$ cat src/rtl/rd_pkg.sv
`default_nettype none
// +------------------------------------------------------------------+
// | rd_pkg: shared types and constants for rd_burst_ctrl             |
// | Rev 1.0                                                          |
// +------------------------------------------------------------------+
package rd_pkg;

  typedef enum logic [2:0] {
    ST_IDLE = 3'd0,
    ST_REQ  = 3'd1,
    ST_WAIT = 3'd2,
    ST_NEXT = 3'd3,
    ST_DONE = 3'd4
  } state_e;

  localparam int c_hex_state_lsb = 29;
  localparam int c_hex_carry_bit = 28;
  localparam int c_hex_csum_w    = 24;

  localparam logic [31:0] c_word_bytes = 32'd4;

endpackage : rd_pkg
`default_nettype wire

$ cat src/rtl/rd_burst_ctrl.sv
`default_nettype none
// +------------------------------------------------------------------+
// | rd_burst_ctrl: Avalon-MM burst reader with running checksum      |
// | Rev 1.0                                                          |
// +------------------------------------------------------------------+
module rd_burst_ctrl
  import rd_pkg::*;
#(
  parameter logic [31:0] BASE_ADDR = 32'h0000_0000,
  parameter int          NUM_WORDS = 1024
) (
  input  logic        clk,
  input  logic        reset_n,
  input  logic        ready,
  output logic        done,
  output logic [31:0] tohexled,
  output logic [31:0] avm_address,
  output logic        avm_read,
  input  logic        avm_waitrequest,
  input  logic [31:0] avm_readdata,
  input  logic        avm_readdatavalid
);

  localparam logic [15:0] c_num_words = 16'(NUM_WORDS);

  state_e      r_state;
  state_e      w_next;
  logic        r_ready_q;
  logic [31:0] r_addr;
  logic [15:0] r_count;
  logic [31:0] r_csum;
  logic        r_carry;
  logic        r_done;
  logic        r_read;
  logic [31:0] r_hex;
  logic        w_done;
  logic        w_read;
  logic        w_start;
  logic        w_take;
  logic [32:0] w_sum;
  logic [31:0] w_hex;

  assign w_start = (r_state == ST_IDLE) && ready && !r_ready_q;
  assign w_take  = (r_state == ST_WAIT) && avm_readdatavalid;
  assign w_sum   = {1'b0, r_csum} + {1'b0, avm_readdata};

  always_ff @(posedge clk or negedge reset_n) begin
    if (!reset_n) begin
      r_state <= ST_IDLE;
    end else begin
      r_state <= w_next;
    end
  end

  always_comb begin
    w_next = r_state;
    case (r_state)
      ST_IDLE: if (w_start) w_next = ST_REQ;
      ST_REQ:  if (!avm_waitrequest) w_next = ST_WAIT;
      ST_WAIT: if (avm_readdatavalid) w_next = ST_NEXT;
      ST_NEXT: w_next = (r_count == c_num_words) ? ST_DONE : ST_REQ;
      ST_DONE: if (!ready) w_next = ST_IDLE;
      default: w_next = ST_IDLE;
    endcase
  end

  // Outputs are decoded from the next state so the registered copies line up with the state.
  always_comb begin
    w_read = (w_next == ST_REQ);
    w_done = (w_next == ST_DONE);
  end

  always_ff @(posedge clk or negedge reset_n) begin
    if (!reset_n) begin
      r_read <= 1'b0;
      r_done <= 1'b0;
    end else begin
      r_read <= w_read;
      r_done <= w_done;
    end
  end

  always_ff @(posedge clk or negedge reset_n) begin
    if (!reset_n) begin
      r_ready_q <= 1'b0;
      r_addr    <= BASE_ADDR;
      r_count   <= '0;
      r_csum    <= '0;
      r_carry   <= 1'b0;
    end else begin
      r_ready_q <= ready;
      if (w_start) begin
        r_addr  <= BASE_ADDR;
        r_count <= '0;
        r_csum  <= '0;
        r_carry <= 1'b0;
      end else if (w_take) begin
        r_csum  <= w_sum[31:0];
        r_carry <= r_carry | w_sum[32];
        r_count <= r_count + 16'd1;
      end else if ((r_state == ST_NEXT) && (r_count != c_num_words)) begin
        r_addr <= r_addr + c_word_bytes;
      end
    end
  end

  always_comb begin
    w_hex = '0;
    w_hex[c_hex_state_lsb +: 3]      = r_state;
    w_hex[c_hex_carry_bit]           = r_carry;
    w_hex[c_hex_csum_w-1:0]          = r_csum[c_hex_csum_w-1:0];
  end

  // Display word trails the state/checksum by one cycle.
  always_ff @(posedge clk or negedge reset_n) begin
    if (!reset_n) begin
      r_hex <= '0;
    end else begin
      r_hex <= w_hex;
    end
  end

  assign done        = r_done;
  assign avm_read    = r_read;
  assign avm_address = r_addr;
  assign tohexled    = r_hex;

endmodule : rd_burst_ctrl
`default_nettype wire

$ cat config.mk
export PLATFORM = sky130hd
export DESIGN_NAME = rd_burst_ctrl
export DESIGN_NICKNAME = d
export VERILOG_FILES = /design/src/rtl/rd_pkg.sv /design/src/rtl/rd_burst_ctrl.sv
export SDC_FILE = /design/constraint.sdc
export NUM_CORES = 1
export LEC_CHECK = 0
export ABC_AREA = 0
export CORE_MARGIN = 2
export CORE_UTILIZATION = 54
export DETAILED_ROUTE_END_ITERATION = 10
export PLACE_DENSITY = 0.81
export RECOVER_POWER = 100
export SLEW_MARGIN = 20
export SYNTH_ARGS = -nofsm -noshare
export SYNTH_HDL_FRONTEND = slang
export SYNTH_SLANG_ARGS = --single-unit
$ cat constraint.sdc
create_clock -name clk -period 2.93 [get_ports clk]
set_input_delay 0.586 -clock clk [delete_from_list [all_inputs] [get_ports clk]]
set_output_delay 0.586 -clock clk [all_outputs]
set_load 0.05 [all_outputs]
==> reports/qor.txt, run 1 <==
Initial DRC Count -> 452
Largest family of logic cells by synthesized area -> simple AND/OR/NAND/NOR gates
Number of global-route vias before repair -> 5,703
Port Buffers -> 96
Max Freq -> 357.8 MHz
Post-synth EDFFs -> 0
Combinational power share -> 44.3%
R2r endpoint -> r_csum[24]
DRT antenna net count -> 0
Synth Area in Simple Gates -> 18.96%
Setup Crit Path Kind -> in2reg
Worst Path Arrival -> 3.07 ns
Commonest register cell after synthesis -> dfrtp_1
Psw -> 0.003098 W
Clock share of power -> 26.9%
Max Root-Sink Buffers -> 2
Ranking of synthesized cells by area -> dfrtp_1 (45%), ha_1 (7.0%), o21ai_0 (4.6%)
Failing checks -> slew limit
Layout area overhead -> 31.22%
Hold path cells -> 0
Multiplexer share of the synthesized area -> 0.4769%
Reg-to-reg startpoint -> r_csum[17]
Placed cells -> 932
Final Setup Violations -> 0
Distinct cells, synth -> 68
Critical Path RT -> 3.20 ns
Clock Latency Late Sink -> 0.42 ns
Max-cap violations -> 0
Die H -> 112.0 um
Avg WL per Cell -> 16.94 um
Post-DP HPWL -> 11.28 mm
Worst VDD drop -> 0.6881 mV
Sequential area share after synthesis -> 44.91%
CP Max Fanout -> 4
Slowest CP cell -> clkdlybuf4s50_1
Max-Slew Margin vs Limit -> -0.7409%
Worst r2r path cells -> 10
Yosys warning count -> 0
Final slew viol count -> 113
Final core utilization -> 72.35%
Synth Area in Compound Gates -> 17.43%
Final worst path period need -> 2.795 ns
Final hold violations -> 0
Antenna violations before repair -> 0
Switching Share -> 40.36%
Pwr dens -> 928.9 nW/um^2
Non-Filler Instances -> 965
Largest net degree at the start of global routing -> 114
Met3 wire len -> 1.061 mm
DR pass1 iterations -> 5
Tot Pwr -> 0.007675 W
Setup TNS -> 0 ns
CP Capture Type -> flop
XOR/XNOR Fraction of Synth Area -> 7.512%
Leakage -> 3.852 nW
Clock slew at reported path FFs -> 0.05 ns
Worst min-delay path category -> reg2reg
Reg2reg setup slack -> 0.33 ns
Hold_sp -> r_csum[8]
Netlist Area Pre-Place -> 6296 um^2
Hold endpoint -> tohexled[8]
Setup crit start kind -> input pin
Internal power -> 0.004577 W
Clk_skew -> 0.01136 ns
Share of layout cells above drive strength 1 -> 11.92%
Post-synthesis adder-cell area fraction -> 7.273%
CTS buffer count -> 17
RSZ-0062 raised after global routing -> no
Global-route wire length before repair -> 26.95 mm
Critical path, cell by cell -> clkdlybuf4s50_1 -> ha_1 -> a21oi_1 -> o21ai_0 -> o41a_1 -> a211o_2 -> buf_4 -> buf_4 -> o21ai_2 -> xnor2_1 -> o21ai_1
Core ar. -> 11,420 um^2
Clk root buf -> clkbuf_16
Yosys top cell by area -> dfrtp_1
Async S/R FF share, synth -> 100.0%
Residual DRC -> 0
Vias -> 5,702
Top-Level Pins -> 103
Starting Density -> 55.14%
H-tree levels -> 4
Top Metal Used -> met4
Via/cell ratio -> 5.909
Overall Global Routing Usage -> 26.87%
Crit path top cell by count -> buf_4
Final wirelength -> 16.35 mm
Worst-Margin Slew -> 1.511 ns
Final #Nets -> 883
Crit-path max cell delay -> 0.41 ns
Synth Instances -> 667
Yosys top cell area share -> 44.91%
Syn_area_per_cell -> 9.439 um^2
Number of diodes -> 0
Sequential power share -> 28.8%
Gpl congestion -> 0.9280
Clock sink count -> 113
Met1 Routed Length -> 6.799 mm
Flops & latches, synth -> 113
Die width -> 112.0 um
Overflow after GRT -> 0
Die area -> 12,540 um^2
DR WL met2 -> 8.057 mm
CTS tree -> built
Period utilization -> 95.38%
Row count -> 39
Outcome -> finished with violations
## cell type report
| cell class | instances | area, um^2 |
|---|---|---|
| clock buffer | 20 | 446.7 |
| clock inverter | 11 | 138.9 |
| fill | 823 | 3157 |
| inverter | 17 | 63.81 |
| multi-input combinational | 512 | 3262 |
| sequential | 113 | 2828 |
| tap | 143 | 178.9 |
| timing repair buffer | 149 | 1344 |
## Yosys cell counts (3+ instances only)
library cell and count:
a211oi_1 5, dfrtp_1 113, o21bai_1 4, clkbuf_1 16
nand4_1 15, a21oi_1 44, and3_1 16, nor2b_1 7
xnor2_1 29, o211ai_1 7, nand3_1 38, xor2_1 25
a21o_1 8, and4_1 4, o21ai_0 58, inv_1 17
or3_1 15, a22o_1 4, nand2_1 64, mux2i_1 3
buf_4 6, nand2b_1 6, nor2_1 58, o21a_1 5
buf_2 4, a31oi_1 3, a21boi_0 3, nor3_1 6
o31ai_1 6, ha_1 35
## worst max-delay path, delay by kind of cell
kind / cells / cell delay (ns)
AO/OA/AOI/OAI: 6 / 1.31
buffers and inverters: 3 / 0.68
XOR/XNOR: 1 / 0.13
adder cells (fa/ha/maj): 1 / 0.36
## metrics by stage
step	hold slack, ns	cell area [um^2]	setup WS, ns
2_1_floorplan	0.2904	6315	0.3522
3_3_place_gp	0.3877	7699	-0.2440
3_5_place_dp	0.3888	7699	-0.3207
4_1_cts	0.2808	8284	0.06675
5_1_grt	0.4109	8262	0.02167
6_report	0.4023	8262	0.1353
## worst max path at each step
| stage | to | startpoint |
|---|---|---|
| final | r_csum[24] | avm_readdata[17] |
| after global routing | r_csum[31] | avm_readdata[0] |
| after floorplan | r_csum[28] | avm_readdata[0] |
| after CTS | r_csum[28] | avm_readdata[0] |
| after detailed placement | r_csum[28] | avm_readdata[0] |
| after global placement | r_csum[28] | avm_readdata[0] |
## registers in the layout, indices dropped and copies added (netlist names)
| register | flops |
|---|---|
| avm_address | 30 |
| r_carry | 1 |
| done | 1 |
| tohexled | 28 |
| r_count | 16 |
| r_ready_q | 1 |
| r_state | 3 |
| avm_read | 1 |
| r_csum | 32 |
## logic make-up (layout without fill, tap and decap cells)
group | Yosys count | after routing
AND/OR/NAND/NOR | 241 | 241
AO/OA/AOI/OAI | 172 | 172
flip-flops | 113 | 113
XOR/XNOR | 54 | 54
buffers and inverters | 47 | 197
adder cells (fa/ha/maj) | 36 | 36
multiplexers | 3 | 3
other | 1 | 6
## power by group through the flow
stage	clock, W	sequential [W]	combinational [W]
floorplan	0	0.00284	0.00160
global placement	0	0.00222	0.00331
finish	0.00207	0.00221	0.00340
detailed placement	0	0.00223	0.00339
global route	0.00216	0.00225	0.00366
CTS	0.00208	0.00221	0.00345
## per-layer routing
| metal | GRT usage, % | vias up |
|---|---|---|
| met2 | 45.05 | 241 |
| met3 | 6.315 | 41 |
| met5 | 0 | - |
| met4 | 10.73 | 0 |
| met1 | 33.86 | 2753 |
| li1 | - | 2667 |
## timing repair
action,in CTS,in global routing
gates resized for setup,0,3
hold buffers,0,0
buffers inserted,0,2
setup endpoints to repair,0,1
## cell usage in the layout (no fill, tap or decap), types with 17 or more instances in the layout
cell type / synthesis / layout
nand2_1: 64 / 64
xor2_1: 25 / 25
a21oi_1: 44 / 45
dfrtp_1: 113 / 113
clkdlybuf4s50_1: 0 / 48
inv_1: 17 / 17
nor2_1: 58 / 58
ha_1: 35 / 34
dlygate4sd3_1: 0 / 47
buf_4: 6 / 44
clkbuf_16: 0 / 17
nand3_1: 38 / 38
o21ai_0: 58 / 58
xnor2_1: 29 / 29
Power figures use the tool's default switching activity.
==> inputs of run 2 (changes only) <==
REMOVE_ABC_BUFFERS = 1   (was unset)
==> run 2 against run 1 <==
  * Critical endpoint unchanged
  * Final cell count is 1.2% higher
  * Clock-buffer cell count rose by 3
  * The run now ends clean
  * Sequential share of layout area fell by 0.072 points
  * Core utilization is 0.15 points higher
  * Largest power group unchanged
  * Hold slack gained 0.0017 ns
  * Worst setup slack got worse by 0.044 ns
  * Clock skew is 0.0014 ns lower
  * Die area did not move
  * First-iteration DRC count rose by 17%
  * Clock power decreased by 11%
  * Wire length is 5.5% higher
==> reports/qor.txt, run 2 (synthesis gave the netlist of run 1 again) <==
Outcome -> complete, no violations
Die H -> 112.0 um
Row count -> 39
Setup crit start kind -> input pin
Overall Global Routing Usage -> 28.16%
Port Buffers -> 96
CTS buffer count -> 17
Clk_skew -> 0.009998 ns
Met1 Routed Length -> 7.035 mm
Setup Crit Path Kind -> in2reg
Fill count -> 842
CP Capture Type -> flop
Top Metal Used -> met4
Clock sink count -> 113
Max Root-Sink Buffers -> 2
Layout area overhead -> 31.50%
DR pass1 iterations -> 5
CP Max Fanout -> 5
Commonest non-fill, non-tap cell in the layout -> dfrtp_1
Pwr dens -> 909.8 nW/um^2
Worst-Margin Slew -> 1.463 ns
Tot Pwr -> 0.007532 W
Leakage -> 3.917 nW
Max-cap violations -> 0
Clock Latency Late Sink -> 0.42 ns
Die width -> 112.0 um
Critical path, cell by cell -> clkdlybuf4s50_1 -> ha_1 -> a21o_1 -> a221oi_2 -> o22ai_1 -> a211o_2 -> clkbuf_1 -> o21ai_2 -> xnor2_1 -> o21ai_0
Starting Density -> 55.14%
Core ar. -> 11,420 um^2
Worst min-delay path category -> reg2reg
Critical Path RT -> 3.22 ns
Top-Level Pins -> 103
Gpl congestion -> 0.9106
Clock slew at reported path FFs -> 0.05 ns
H-tree levels -> 4
Largest net degree at the start of global routing -> 58
Slowest CP cell -> clkdlybuf4s50_1
Residual DRC -> 0
Final hold violations -> 0
Final #Nets -> 896
Number of diodes -> 0
Worst VDD drop -> 0.5931 mV
Vias -> 5,792
Final slew viol count -> 0
Max-Slew Margin vs Limit -> 2.468%
Die area -> 12,540 um^2
Post-DP HPWL -> 12.25 mm
Avg WL per Cell -> 17.64 um
Max reg flops -> 32
Number of global-route vias before repair -> 5,902
Final core utilization -> 72.51%
Global-route wire length before repair -> 28.06 mm
Final wirelength -> 17.24 mm
Most frequent cells in the layout -> dfrtp_1 (113), nand2_1 (64), dlygate4sd3_1 (62)
Max Freq -> 352.3 MHz
Clk root buf -> clkbuf_16
Period utilization -> 96.88%
Crit-path max cell delay -> 0.41 ns
Largest register by flop count -> r_csum
Share of layout cells above drive strength 1 -> 11.99%
Antenna violations before repair -> 0
Worst Path Arrival -> 3.13 ns
Via/cell ratio -> 5.928
Initial DRC Count -> 530
DRT antenna net count -> 0
RSZ-0062 raised after global routing -> no
CTS tree -> built
Met3 wire len -> 1.027 mm
Final worst path period need -> 2.839 ns
Final Setup Violations -> 0
DR WL met2 -> 8.673 mm
Overflow after GRT -> 0
==> run 2: cell types whose count changed in the layout (fill, tap and decap cells not counted), moves of 2 or more <==
cell             change
buf_4                +8
bufinv_16            -2
clkbuf_1             +9
clkbuf_4             -2
clkdlybuf4s50_1     -15
dlygate4sd3_1       +15
==> run 2: worst max-delay path, delay by kind of cell <==
family / cells / cell delay (ns)
buffers and inverters: 2 / 0.56
xor gates and xnor gates: 1 / 0.13
adders and majority gates: 1 / 0.37
AOI/OAI and AO/OA: 6 / 1.48
==> run 2: layer usage <==
metal	track usage, %	vias up
met1	33.88	2829
li1	-	2686
met3	5.934	47
met5	0	-
met4	13.98	0
met2	48.16	230
==> run 2: final timing paths <==
path / startpoint / end / slack [ns] / cells past startpoint
setup / recovery: avm_readdata[8] / r_csum[24] / 0.09 / 10
setup reg to reg: r_csum[8] / r_csum[24] / 0.29 / 9
max in group asynchronous: reset_n / tohexled[16] / 0.72 / 2
hold reg to reg: r_carry / tohexled[28] / 0.40 / 0
min in group asynchronous: reset_n / avm_address[27] / 0.52 / 1
hold / removal: r_carry / tohexled[28] / 0.40 / 0
==> run 2: stage by stage <==
stage / instance area, um^2 / TNS (ns) / worst slack, ns / hold slack, ns / instances
finish: 8279 / 0 / 0.09131 / 0.4040 / 977
global route: 8279 / 0 / 0.01334 / 0.4050 / 977
CTS: 8309 / 0 / 0.03538 / 0.2605 / 974
detailed placement: 7789 / -3.161 / -0.3815 / 0.3890 / 944
global placement: 7789 / -1.526 / -0.2197 / 0.3741 / 944
floorplan: 6166 / 0 / 0.3493 / 0.2904 / 642
==> run 2: power by group <==
part / switching, W / internal, W
combinational: 0.00215 / 0.00132
clock: 0.000683 / 0.00117
sequential: 0.000270 / 0.00194
==> run 2: final cells by class <==
class,instances,area (um^2),share of cell area [%]
timing repair buffer,162,1431,17.29
clock buffer,23,457.9,5.531
clock inverter,7,62.56,0.7556
tap,143,178.9,2.161
multi-input combinational,512,3257,39.34
sequential,113,2828,34.15
inverter,17,63.81,0.7707
==> run 2: repair_timing <==
action	CTS	global route
setup endpoints to repair	0	5
hold buffers	0	0
gates resized for setup	0	5
setup buffers	0	3
==> variant 1 (settings of run 1) <==
Change the parameter `NUM_WORDS` from 1024 to 768.
--- a/src/rtl/rd_burst_ctrl.sv
+++ b/src/rtl/rd_burst_ctrl.sv
@@ -8,5 +8,5 @@
 #(
   parameter logic [31:0] BASE_ADDR = 32'h0000_0000,
-  parameter int          NUM_WORDS = 1024
+  parameter int          NUM_WORDS = 768
 ) (
   input  logic        clk,
Function: no difference found for any inputs over 4 cycles, from zero or initial values and one cycle with reset_n low; that may be too few to reach the edited logic, so the function may still have changed.
==> variant 1 against run 1 <==
  * The run ends with capacitance limit, slew limit left
  * Routed wire length is 2.4% higher
  * Register-to-register slack worse by 0.17 ns
  * Via count is 2.4% higher
  * Worst setup slack worse by 0.0070 ns
  * Synthesized cell count is 1.5% higher
  * Highest routed layer unchanged
  * Area after synthesis is 1.0% higher
  * Total power is 4.0% higher
  * Worst hold slack worse by 0.021 ns
  * Sequential share of layout area is 1.2 points lower
  * Sequential cell count stayed put
  * Clock power is 4% higher
  * Cell area is 3.7% higher
==> variant 1: results (changes against run 1) <==
Outcome: complete, but fails checks (unchanged). Violations in the final reports: capacitance limit, slew limit (was slew limit). The cell area after placement was 7950 um2 (was 7700 um2). The number of filler cells placed in the layout came out at 782 (was 823). The worst-case headroom to the max-slew limit came out at -4.66% (was -0.741%).

The proportion of synthesized chip area in sequential cells is 44.5% (was 44.9%). The total area of multi-input combinational cells is 3310 um2 (was 3260 um2). The proportion of power drawn by the clock network was 27.0% (was 26.9%). The endpoint of the worst register-to-register path is r_csum[30] (was r_csum[24]). The number of non-filler instances in the completed layout is 1,001 (was 965). The clock tree buffer count of the final layout is 20 (unchanged). The global-route total usage across every layer is 27.4% (was 26.9%). The wire length of the first global-routing pass is 27,900 um (was 27,000 um). The final sequential cell count is 113 (unchanged). The launch instance of the worst register-to-register path is r_csum[0] (was r_csum[17]). The proportion of layout cells with a drive suffix above 1 is 14.5% (was 11.9%). The share of synthesized area spent on multiplexers is 0.630% (was 0.477%). The DRC violation total after the first TritonRoute iteration came out at 403 (was 452). The area added between synthesis and finish is 34.7% (was 31.2%). The via count of the first global-routing pass is 6,007 (was 5,703). The share of synthesized cell area in full adder, half adder and majority cells is 7.20% (was 7.27%). The post-placement cell count is 965 (was 932). Leading post-synthesis cells by cell area: dfrtp_1 44%, ha_1 6.9%, xor2_1 5.0%, nand2_1 4.4%, nor2_1 3.7% (was dfrtp_1 45%, ha_1 7.0%, o21ai_0 4.6%, xnor2_1 4.0%, nand2_1 3.8%). The number of buffers outside the clock class in the layout is 177 (was 149). The startpoint of the tightest hold check path was r_carry (was r_csum[8]). The count of maximum capacitance violations was 1 (was 0).

The switching power is 3.22 mW (was 3.10 mW). The xor and xnor fraction of the mapped netlist area came to 7.44% (was 7.51%). The number of nets at the end of the flow was 918 (was 883). The vias after detailed routing is 5,840 (was 5,702). The worst path arrival time is 3.11 ns (was 3.07 ns). The share of the final layout cell area in sequential cells is 33.0% (was 34.2%).

The setup slack of the most critical reg-to-reg path came to 0.16 ns (was 0.33 ns). The average detailed-routed wire length per instance is 16.7 um (was 16.9 um). The placer congestion estimate came out at 0.898 (was 0.928).

The total number of multi-input combinational cells is 517 (was 512). The setup clock skew after layout is 0.0116 ns (was 0.0114 ns). The sequential group share of total power is 27.4% (was 28.8%). The peak ir drop on the vdd network is 0.609 mV (was 0.688 mV). The leakage power total came out at 4.22 nW (was 3.85 nW). The non-clock inverter instance count of the final layout came out at 19 (was 17). The post-synthesis compound-gate area fraction came out at 16.9% (was 17.4%). The hold path endpoint is tohexled[28] (was tohexled[8]).

The max-slew violation count came out at 67 (was 113). The fraction of cell area in non-clock buffers came out at 18.1% (was 16.3%). The placed wire-length estimate came out at 12,000 um (was 11,300 um).
==> variant 1: cell types whose count changed in the layout (fill, tap and decap cells not counted), sizes merged, moves of 7 or more <==
cell | run 1 | this run
buf | 44 | 69
clkdlybuf4s50 | 48 | 32
dlygate4sd3 | 47 | 62
nand2 | 64 | 74
nand2b | 7 | 0
o21ai | 61 | 48
xnor2 | 29 | 18
xor2 | 25 | 36
==> variant 1: layer usage <==
| layer | up-vias | track usage, % | share of wire (%) | routed length, um |
|---|---|---|---|---|
| met5 | - | 0 | 0 | 0 |
| met4 | 0 | 12.8 | 3.2 | 531 |
| met3 | 54 | 5.99 | 4.8 | 801 |
| met2 | 203 | 46.8 | 51 | 8490 |
| met1 | 2826 | 33.1 | 41 | 6930 |
| li1 | 2757 | - | - | - |
==> variant 1: how the worst max path moves through the flow <==
| stage | startpoint | endpoint | slack [ns] | cells after the start |
|---|---|---|---|---|
| after floorplan | avm_readdata[0] | r_csum[30] | 0.13 | 10 |
| after global placement | avm_readdata[0] | r_csum[30] | -0.58 | 11 |
| after detailed placement | avm_readdata[0] | r_csum[30] | -0.75 | 11 |
| after CTS | avm_readdata[0] | r_csum[26] | 0.001 | 11 |
| after global routing | reset_n | r_csum[18] | 0.01 | 3 |
| final | avm_readdata[4] | r_csum[27] | 0.13 | 9 |
==> variant 1: per-stage QoR <==
| stage | setup WS [ns] | total power [mW] |
|---|---|---|
| floorplan | 0.130 | 4.49 |
| global placement | -0.577 | 5.78 |
| global route | 0.0124 | 8.40 |
| CTS | 0.00137 | 8.08 |
| detailed placement | -0.753 | 5.86 |
| finish | 0.128 | 7.98 |
==> variant 1: repair_timing <==
action                                  4_1_cts  5_1_grt
hold buffers                                  1        0
endpoints found under the setup margin        3        7
endpoints found under the hold margin         6        0
setup buffers                                 0        3
pin swaps                                     1        7
resized for setup                             4        8
==> variant 2 (config.mk and constraints of run 1) <==
Without the edit above. Reset style: synchronous (`reset_n`), changed in 4 clocked blocks.
--- a/src/rtl/rd_burst_ctrl.sv
+++ b/src/rtl/rd_burst_ctrl.sv
@@ -45,5 +45,5 @@
   assign w_sum   = {1'b0, r_csum} + {1'b0, avm_readdata};
 
-  always_ff @(posedge clk or negedge reset_n) begin
+  always_ff @(posedge clk) begin
     if (!reset_n) begin
       r_state <= ST_IDLE;
@@ -71,5 +71,5 @@
   end
 
-  always_ff @(posedge clk or negedge reset_n) begin
+  always_ff @(posedge clk) begin
     if (!reset_n) begin
       r_read <= 1'b0;
@@ -81,5 +81,5 @@
   end
 
-  always_ff @(posedge clk or negedge reset_n) begin
+  always_ff @(posedge clk) begin
     if (!reset_n) begin
       r_ready_q <= 1'b0;
@@ -113,5 +113,5 @@
 
   // Display word trails the state/checksum by one cycle.
-  always_ff @(posedge clk or negedge reset_n) begin
+  always_ff @(posedge clk) begin
     if (!reset_n) begin
       r_hex <= '0;
Function: differs if reset_n is asserted again (counterexample within 4 cycles, from zero or initial values and one cycle with reset_n low); with reset_n held inactive, the same outputs for 4 cycles.
==> variant 2 against run 1 <==
  * Critical path depth is the same
  * Area after synthesis shrank 4.2%
  * Sequential share of layout area is 5.9 points lower
  * Sequential cell count unchanged
  * Cell area shrank 3.5%
  * Cell count increased by 4.0%
  * Count of clock-buffer cells in the layout is 3 higher
  * Routed wire length grew 1.7%
  * Worst setup slack better by 0.048 ns
  * Critical path type unchanged
Power is not compared: it rests on default switching activity, and its combinational part moved more than twofold at a synthesized area within 25%.
==> variant 2: results (changes against run 1) <==
The maximum number of pins on one net before global-route repair is 31 (was 114). The DRC violation total after the first TritonRoute iteration is 368 (was 452). The placed wire-length estimate is 11,800 um (was 11,300 um). The global-route total usage across every layer came out at 28.7% (was 26.9%).

The hold path endpoint is r_csum[26] (was tohexled[8]). The final hold slack came to 0.469 ns (was 0.402 ns). Outcome: complete, no violations (was complete, but fails checks).

The number of diodes added for antenna fixing is 0 (unchanged). The setup clock skew after layout is 0.00657 ns (was 0.0114 ns). The dominant synthesized flop cell is dfxtp_1 (was dfrtp_1).

The number of optimization iterations in the first detailed-route pass came out at 7 (was 5). The post-placement setup slack is -0.247 ns (was -0.321 ns). The sum of met2 wire segment lengths after detailed routing came to 8220 um (was 8060 um).

The setup slack of the most critical reg-to-reg path was 0.36 ns (was 0.33 ns). The buffer type at the clock tree root is clkbuf_8 (was clkbuf_16). The cell area after placement is 7430 um2 (was 7700 um2). The highest net fanout along the worst path came out at 5 (was 4). Leading post-synthesis cells by cell area: dfxtp_1 38%, ha_1 7.3%, xor2_1 5.5%, nand2_1 5.2%, a21oi_1 5.1% (was dfrtp_1 45%, ha_1 7.0%, o21ai_0 4.6%, xnor2_1 4.0%, nand2_1 3.8%). The depth of the worst register-to-register path is 8 (was 10). The wire length of the first global-routing pass is 26,900 um (was 27,000 um). The post-placement cell count is 972 (was 932). The cell count of the worst hold path is 2 (was 0). The clock latency reported for the late side of the worst-skew pair came out at 0.52 ns (was 0.42 ns). The worst-case headroom to the max-slew limit came out at 5.98% (was -0.741%). The register with the most flip-flops is r_csum (unchanged).

The number of non-filler instances in the completed layout came out at 1,004 (was 965). The proportion of layout cells with a drive suffix above 1 was 10.1% (was 11.9%). The routed length on met1 was 7080 um (was 6800 um). The endpoint of the worst register-to-register path was r_csum[25] (was r_csum[24]). The via count of the first global-routing pass is 5,793 (was 5,703).

List of most frequent post-synthesis cells: 113 x dfxtp_1, 83 x nand2_1, 68 x nor2_1 (was 113 x dfrtp_1, 64 x nand2_1, 58 x nor2_1, 58 x o21ai_0, 44 x a21oi_1). The share of flip-flops with an asynchronous set or reset after synthesis came out at 0% (was 100%). The number of nets at the end of the flow came out at 924 (was 883). The synthesized area per cell came to 8.44 um2 (was 9.44 um2). The post-synthesis cell type with the largest combined area is dfxtp_1 (was dfrtp_1).

The detailed route wirelength on metal3 came out at 977 um (was 1060 um). The TritonCTS buffer count came out at 17 (unchanged). The number of distinct library cell variants in the gate-level netlist after synthesis came to 71 (was 68). The placer congestion estimate was 0.947 (was 0.928).

The average detailed-routed wire length per instance is 16.6 um (was 16.9 um). The vias per cell came out at 5.78 (was 5.91). The launch instance of the worst register-to-register path is r_csum[4] (was r_csum[17]).

The startpoint of the tightest hold check path is r_csum[26] (was r_csum[8]).
## variant 2: cells by family (layout without fill, tap and decap cells)
logic type / Yosys count / in the layout / synth area share, %
simple gates: 284 / 284 / 23.8
xor+xnor: 61 / 61 / 8.86
flops: 113 / 113 / 37.5
fa+ha+maj: 36 / 36 / 7.59
compound gates: 174 / 174 / 18.8
buf+inv: 45 / 189 / 3.24
mux: 1 / 1 / 0.166
other cells: 1 / 6 / 0.0622
## variant 2: power breakdown
part	internal, mW	switching [mW]
clock	1.45	0.706
sequential	1.55	0.0125
combinational	0.157	0.224
## variant 2: cell type report
type,count,area [um2]
multi-input cells,562,3550
fillers,806,2910
flip-flops and latches,113,2260
repair buffers,147,1330
clock buffers,23,467
well taps,140,175
clock inverters,9,154
inverters,10,37.5
## variant 2: worst max path at each step
stage | from | endpoint | slack, ns | depth (start not counted)
after floorplan | avm_readdata[0] | r_csum[24] | 0.33 | 9
after global placement | avm_readdata[0] | r_csum[26] | -0.16 | 11
after detailed placement | avm_readdata[0] | r_csum[28] | -0.25 | 12
after CTS | avm_readdata[0] | r_csum[26] | 0.25 | 11
after global routing | avm_readdata[0] | r_csum[20] | 0.06 | 11
final | avm_readdata[0] | r_csum[20] | 0.18 | 11
## variant 2: worst register-to-register path: cells and delay by family, from the launching register on
family                     cells  cell delay (ns)
AOI/OAI and AO/OA              6             1.65
adders and majority gates      1             0.37
DFF                            1             0.33
and+or+nand+nor                1             0.10
## variant 2: metal layers
| metal | vias up | global-route usage, % |
|---|---|---|
| met5 | - | 0 |
| met4 | 0 | 10.6 |
| met3 | 38 | 6.58 |
| met2 | 229 | 50.0 |
| met1 | 2738 | 34.4 |
| li1 | 2801 | - |
